===== src/rtl/mem_port_arbiter.sv =====
// Shares one single-port RAM between instruction fetch and load/store.
// Data accesses have fixed priority. A starvation counter forces a fetch
// grant after MAX_WAIT consecutive denied fetch cycles, unless dm_lock is held.
module mem_port_arbiter #(
    parameter int unsigned ADDR_W   = 10,
    parameter int unsigned DATA_W   = 32,
    parameter int unsigned MAX_WAIT = 3
) (
    input  logic              clk,
    input  logic              Reset,
    // instruction fetch port
    input  logic              if_req,
    input  logic [ADDR_W-1:0] if_addr,
    output logic              if_gnt,
    output logic              if_rvalid,
    output logic [DATA_W-1:0] if_rdata,
    // data memory port
    input  logic              dm_req,
    input  logic              dm_we,
    input  logic              dm_lock,
    input  logic [ADDR_W-1:0] dm_addr,
    input  logic [DATA_W-1:0] dm_wdata,
    output logic              dm_gnt,
    output logic              dm_rvalid,
    output logic [DATA_W-1:0] dm_rdata,
    // RAM port
    output logic              ram_we,
    output logic [ADDR_W-1:0] ram_addr,
    output logic [DATA_W-1:0] ram_wdata,
    input  logic [DATA_W-1:0] ram_rdata
);

    localparam int unsigned CNT_W = 4;
    localparam logic [CNT_W-1:0] WAIT_MAX = CNT_W'(MAX_WAIT);

    logic [CNT_W-1:0] wait_cnt;
    logic             if_rvalid_q;
    logic             dm_rvalid_q;
    logic             starved;

    assign starved = (wait_cnt == WAIT_MAX);

    // Grant selection: lock beats starvation, starvation beats data priority.
    always_comb begin
        if_gnt = 1'b0;
        dm_gnt = 1'b0;
        if (Reset) begin
            if_gnt = 1'b0;
            dm_gnt = 1'b0;
        end else if (dm_req && dm_lock) begin
            dm_gnt = 1'b1;
        end else if (if_req && starved) begin
            if_gnt = 1'b1;
        end else if (dm_req) begin
            dm_gnt = 1'b1;
        end else if (if_req) begin
            if_gnt = 1'b1;
        end
    end

    // RAM drive: data port when it wins, otherwise a harmless fetch-address read.
    always_comb begin
        ram_addr  = if_addr;
        ram_wdata = '0;
        ram_we    = 1'b0;
        if (dm_gnt) begin
            ram_addr  = dm_addr;
            ram_wdata = dm_wdata;
            ram_we    = dm_we;
        end
    end

    // Response capture and starvation counter.
    always_ff @(posedge clk) begin
        if (Reset) begin
            if_rvalid_q <= 1'b0;
            dm_rvalid_q <= 1'b0;
            if_rdata    <= '0;
            dm_rdata    <= '0;
            wait_cnt    <= '0;
        end else begin
            if_rvalid_q <= if_gnt;
            dm_rvalid_q <= dm_gnt && !dm_we;
            if (if_gnt) begin
                if_rdata <= ram_rdata;
            end
            if (dm_gnt && !dm_we) begin
                dm_rdata <= ram_rdata;
            end
            if (!if_req || if_gnt) begin
                wait_cnt <= '0;
            end else if (!starved) begin
                wait_cnt <= wait_cnt + CNT_W'(1);
            end
        end
    end

    // A response due in a cycle where Reset is asserted is dropped.
    assign if_rvalid = if_rvalid_q && !Reset;
    assign dm_rvalid = dm_rvalid_q && !Reset;

endmodule


===== config.mk =====
export PLATFORM = sky130hd
export DESIGN_NAME = mem_port_arbiter
export DESIGN_NICKNAME = d
export VERILOG_FILES = /design/src/rtl/mem_port_arbiter.sv
export SDC_FILE = /design/constraint.sdc
export NUM_CORES = 1
export LEC_CHECK = 0
export ABC_AREA = 1
export CAP_MARGIN = 10
export CORE_MARGIN = 2
export CORE_UTILIZATION = 30
export CTS_CLUSTER_SIZE = 20
export DETAILED_ROUTE_END_ITERATION = 7
export PLACE_DENSITY = 0.73
export SETUP_SLACK_MARGIN = 0.2
export SYNTH_ARGS = -nofsm -noshare
export SYNTH_HDL_FRONTEND = slang
export SYNTH_SLANG_ARGS = --single-unit
export TNS_END_PERCENT = 10

===== constraint.sdc =====
create_clock -name clk -period 2.2 [get_ports clk]
set_input_delay 0.33 -clock clk [delete_from_list [all_inputs] [get_ports clk]]
set_output_delay 0.33 -clock clk [all_outputs]
set_load 0.1 [all_outputs]

======== Word level (Yosys, flattened, before mapping) ========
Cells that the tools add are included.
storage, ports and cells
  logic and storage cells ................. 29
  bits in registers ....................... 70
  output and inout port bits .............. 111
cells by class
  equality and inequality tests ........... 1
  mux-type cells .......................... 12
  $add $sub $neg .......................... 1
  reduce and logical (&&, ||, !) cells .... 10
operator list
  operator                                       count
  2-to-1 mux 32 bit                              1
  2-to-1 mux 1 bit                               10
  2-to-1 mux 10 bit                              1
  logical AND 1 bit                              5
  adder 4 x 1 -> 4 bit, second input constant    1
  == test 4 x 2 -> 1 bit, second input constant  1
  zero test 1 bit                                3
  OR reduction 2 bit                             1
  logical OR 1 bit                               1

======== Logic depth before layout (Yosys ltp) ========
Gate-level depths: netlist (run 1).
  word-level depth ........................ 7
  gate-level depth with buffers ........... 8
  mapped depth without buffers ............ 7

======== Worst setup path after synthesis (run 1) ========
OpenSTA, ideal clock, no wires.
  path type ............................... register -> output
  from .................................... register wait_cnt[0]
  to ...................................... output ram_wdata[10]
  required time ........................... 1870 ps
  arrival ................................. 2293 ps
  slack ................................... -423 ps
  stages on the path, launching flop included .. 6
  path through ............................ dfxtp_1 > ha_1 > nand3_2 > nand2_4 > buf_4 > nor2_1
between the ends
  word-level cells in the longest chain between the ends .. 6
RTL lines
  item                    RTL line  RTL
  from (decl)             36        logic [CNT_W-1:0] wait_cnt;
  from (signal assigned)  93        wait_cnt <= wait_cnt + CNT_W'(1);
  == test 4 x 2 -> 1 bit  41        assign starved = (wait_cnt == WAIT_MAX);
  logical AND 1 bit       52        end else if (if_req && starved) begin
  2-to-1 mux 1 bit        52
  2-to-1 mux 1 bit        50        end else if (dm_req && dm_lock) begin
  2-to-1 mux 1 bit        47        if (Reset) begin
  2-to-1 mux 32 bit       66        if (dm_gnt) begin
  to (decl)               29        output logic [DATA_W-1:0] ram_wdata,
Every way passes these cells.

======== Worst setup path after layout (run 1) ========
  from .................................... register wait_cnt[1]
  to ...................................... output ram_wdata[6]
The elaborated chain is that of the path after synthesis.

==> results of run 1 <==
area by class of cell:
cell class	instances	area, um^2	share of cell area
clock inverters	4	95.09	0.01437
flip-flops and latches	70	1405	0.2123
well taps	143	178.9	0.02704
clock buffers	12	236.5	0.03573
repair buffers	230	2625	0.3967
multi-input cells	281	1544	0.2333
inverters	140	533.0	0.08054
cell families (layout without fill, tap and decap cells):
| family | Yosys count | in the layout | share of synthesized area |
|---|---|---|---|
| and+or+nand+nor | 243 | 243 | 0.3129 |
| buffers and inverters | 171 | 386 | 0.2156 |
| DFF | 70 | 70 | 0.4065 |
| AOI/OAI and AO/OA | 34 | 34 | 0.05372 |
| xor gates and xnor gates | 3 | 3 | 0.007624 |
| adders and majority gates | 1 | 1 | 0.003629 |
layout by cell type (no fill, tap or decap), drive strengths merged, types with 2 or more instances in the layout:
master / synthesis / routed
buf: 25 / 141
clkdlybuf4s50: 0 / 85
xor2: 2 / 2
clkbuf: 6 / 12
clkinv: 1 / 2
inv: 139 / 139
a21oi: 2 / 2
o21ai: 32 / 32
nand3: 37 / 37
dfxtp: 70 / 70
dlygate4sd2: 0 / 4
nor2: 73 / 73
bufinv: 0 / 3
nand2: 101 / 101
nand4: 32 / 32
routing by layer:
layer / vias up / wire length, um
met5: - / 0
met4: 0 / 225
met3: 17 / 1124
met2: 165 / 6054
met1: 1732 / 4374
li1: 1971 / -
worst min path at each step:
stage | depth (start not counted) | end | startpoint
2_1_floorplan | 2 | wait_cnt[1]$_SDFFE_PP0P_ | wait_cnt[1]$_SDFFE_PP0P_
3_3_place_gp | 2 | if_rdata[31]$_SDFFE_PP0P_ | if_rdata[31]$_SDFFE_PP0P_
3_5_place_dp | 2 | if_rdata[17]$_SDFFE_PP0P_ | if_rdata[17]$_SDFFE_PP0P_
4_1_cts | 2 | if_rdata[17]$_SDFFE_PP0P_ | if_rdata[17]$_SDFFE_PP0P_
5_1_grt | 2 | if_rdata[23]$_SDFFE_PP0P_ | if_rdata[23]$_SDFFE_PP0P_
6_report | 2 | if_rdata[17]$_SDFFE_PP0P_ | if_rdata[17]$_SDFFE_PP0P_
worst max-delay path, cell delays in order, from the launching register on:
cell and delay (ns):
dfxtp_2 0.33, ha_4 0.17, nand3_4 0.11, nand2_8 0.09, buf_12 0.16, buf_8 0.15, nor2_4 0.11, buf_12 0.18
power by group through the flow:
| stage | Combinational [mW] | Sequential [mW] | Clock [mW] |
|---|---|---|---|
| after floorplan | 0.570 | 1.82 | 0 |
| after global placement | 1.50 | 1.39 | 0 |
| after detailed placement | 1.52 | 1.40 | 0 |
| after CTS | 1.57 | 1.37 | 1.66 |
| after global routing | 1.64 | 1.38 | 1.71 |
| final | 1.57 | 1.37 | 1.63 |
flip-flops by register name, indices dropped and copies added (netlist names):
signal and flops:
dm_rdata 32, if_rvalid_q 1, dm_rvalid_q 1, wait_cnt 4, if_rdata 32
timing repair:
action                                 4_1_cts  5_1_grt
endpoints found under the hold margin        0        0
gates cloned                                 1        0
gates resized for setup                     38       11
buffers inserted                            15        1
setup endpoints to repair                   42       28
pin swaps                                    7        3
per-stage QoR:
| step | setup slack [ns] | util | hold slack [ns] | instance area [um^2] |
|---|---|---|---|---|
| 3_3_place_gp | 0.09218 | 0.5261 | 0.4678 | 5956 |
| 6_report | 0.2278 | 0.5845 | 0.4854 | 6618 |
| 3_5_place_dp | 0.08568 | 0.5261 | 0.4728 | 5956 |
| 4_1_cts | 0.2072 | 0.5800 | 0.4855 | 6566 |
| 5_1_grt | 0.1567 | 0.5845 | 0.5023 | 6618 |
| 2_1_floorplan | -0.03616 | - | 0.4772 | 3547 |
==> impl_metrics.toml, run 1 <==
[yosys]
synth.distinct_cells = 26
ys_async_sr_fraction = 0
synth_area_um2 = 3447
synthTopCellsByArea = "dfxtp_1 41%, inv_1 15%, nand2_1 11%"
synthCells = 522
synth_most_common_cell = "inv_1"
yosysSeqAreaShare = 0.4065
synthFlopType = "dfxtp_1"
synth_seq_cells = 70
syn_area_per_cell_um2 = 6.604
synth.net_count = 613
synth_top_area_frac = 0.4065
synth_edf_count = 0
synth_top_area_cell = "dfxtp_1"
synth_commonest_cells = "137 x inv_1, 98 x nand2_1, 71 x nor2_1, 70 x dfxtp_1, 35 x nand3_1"
yosysWarningCount = 0

[setup_path]
reg2reg_depth = 9
setup.worst_path.end_class = "output pin"
r2r-start = "wait_cnt[2]$_SDFFE_PP0P_"
cp_max_fo = 9
startpoint = "wait_cnt[1]$_SDFFE_PP0P_"
regToRegSetupSlack_ns = 0.52
worstPathRequired_ns = 1.87
endpoint = "ram_wdata[6]"
cp_data_arrival_time_ns = 1.64
rr_endpoint = "wait_cnt[1]$_SDFFE_PP0P_"
startpoint_type = "register"
worstSetupPathType = "reg2out"

[sta]
hold_viol = 0
drv_slew = 0
setup-tns-final_ns = 0
timing.fmax_ghz = 0.5070
setup_viol = 0
min_period_ns = 1.972
rsz0062_at_grt = "true"
tightestPinTransition_ns = 0.6733
timing.final.crit_share = 0.8965
finClkSkew_ns = 0.005873
relSlewSlack = 0.5511

[route]
ant_nets = 0
drc = 0
first_pass_iters = 4
drtIter0Drc = 174
via_count = 3885
wl_per_cell_um = 13.38
wl_mm = 11.78
post_drt_via_cell_ratio = 4.415

[die]
core-area_um2 = 11320
ioPinCount = 201
fp.dieH_um = 111.2
dieArea_um2 = 12360
rows = 39
die_width_um = 111.2
start_util = 0.3045

[global_route]
grt_pass1_vias = 3944
grt_pass1_wl_mm = 18.67
busiest_layer = "met2"
antenna_found_initial = 0
grtUsageTotal = 0.1880
grt_max_degree = 68
globalRouteMet1Util = 0.1903
overflow = 0
use_met2 = 0.3488
met3_usage = 0.07162

[pwr]
swShare = 0.3555
seq_power_share = 0.300
power_mw = 4.570
power_frac_clock = 0.356
power.internal_mw = 2.945
power_leakage_nw = 3.233
switching_power_mw = 1.625
peakVddDrop_mv = 0.4486
power_density_nw_per_um2 = 690.5
p_comb_frac = 0.344

[clock_tree]
cts_hold_buf = 0
htreeDepth = 3
root_buffer = "clkbuf_16"
cts_tree = "done"
numClockSinks = 70
clk_latency_ns = 0.33
numCtsBuffers = 9
ctsLongestPathBuffers = 2
clk_pin_slew_ns = 0.05

[place]
port_buffers = 200
hpwl_mm = 8.698
place.gp.congestion = 0.7874
placed_cells = 847

[run]
drv_cap = 0

[finish]
nets = 823
drive_above_1_share = 0.2931
instances_no_fill = 880
area_delta_synth_final_pct = 91.98
n_antenna_cell = 0
n_fill_cell = 993

[run_status]
status = "finished, final reports clean"

[hold_path]
min_path_type = "reg2reg"
No activity file was read; power rests on OpenSTA's default activity.
==> inputs of run 2 (changes only) <==
Settings changed: ABC_CLOCK_PERIOD_IN_PS from default to 2200.
==> results of run 2 <==
Final layout, timing and power as in run 1 (identical DEF).
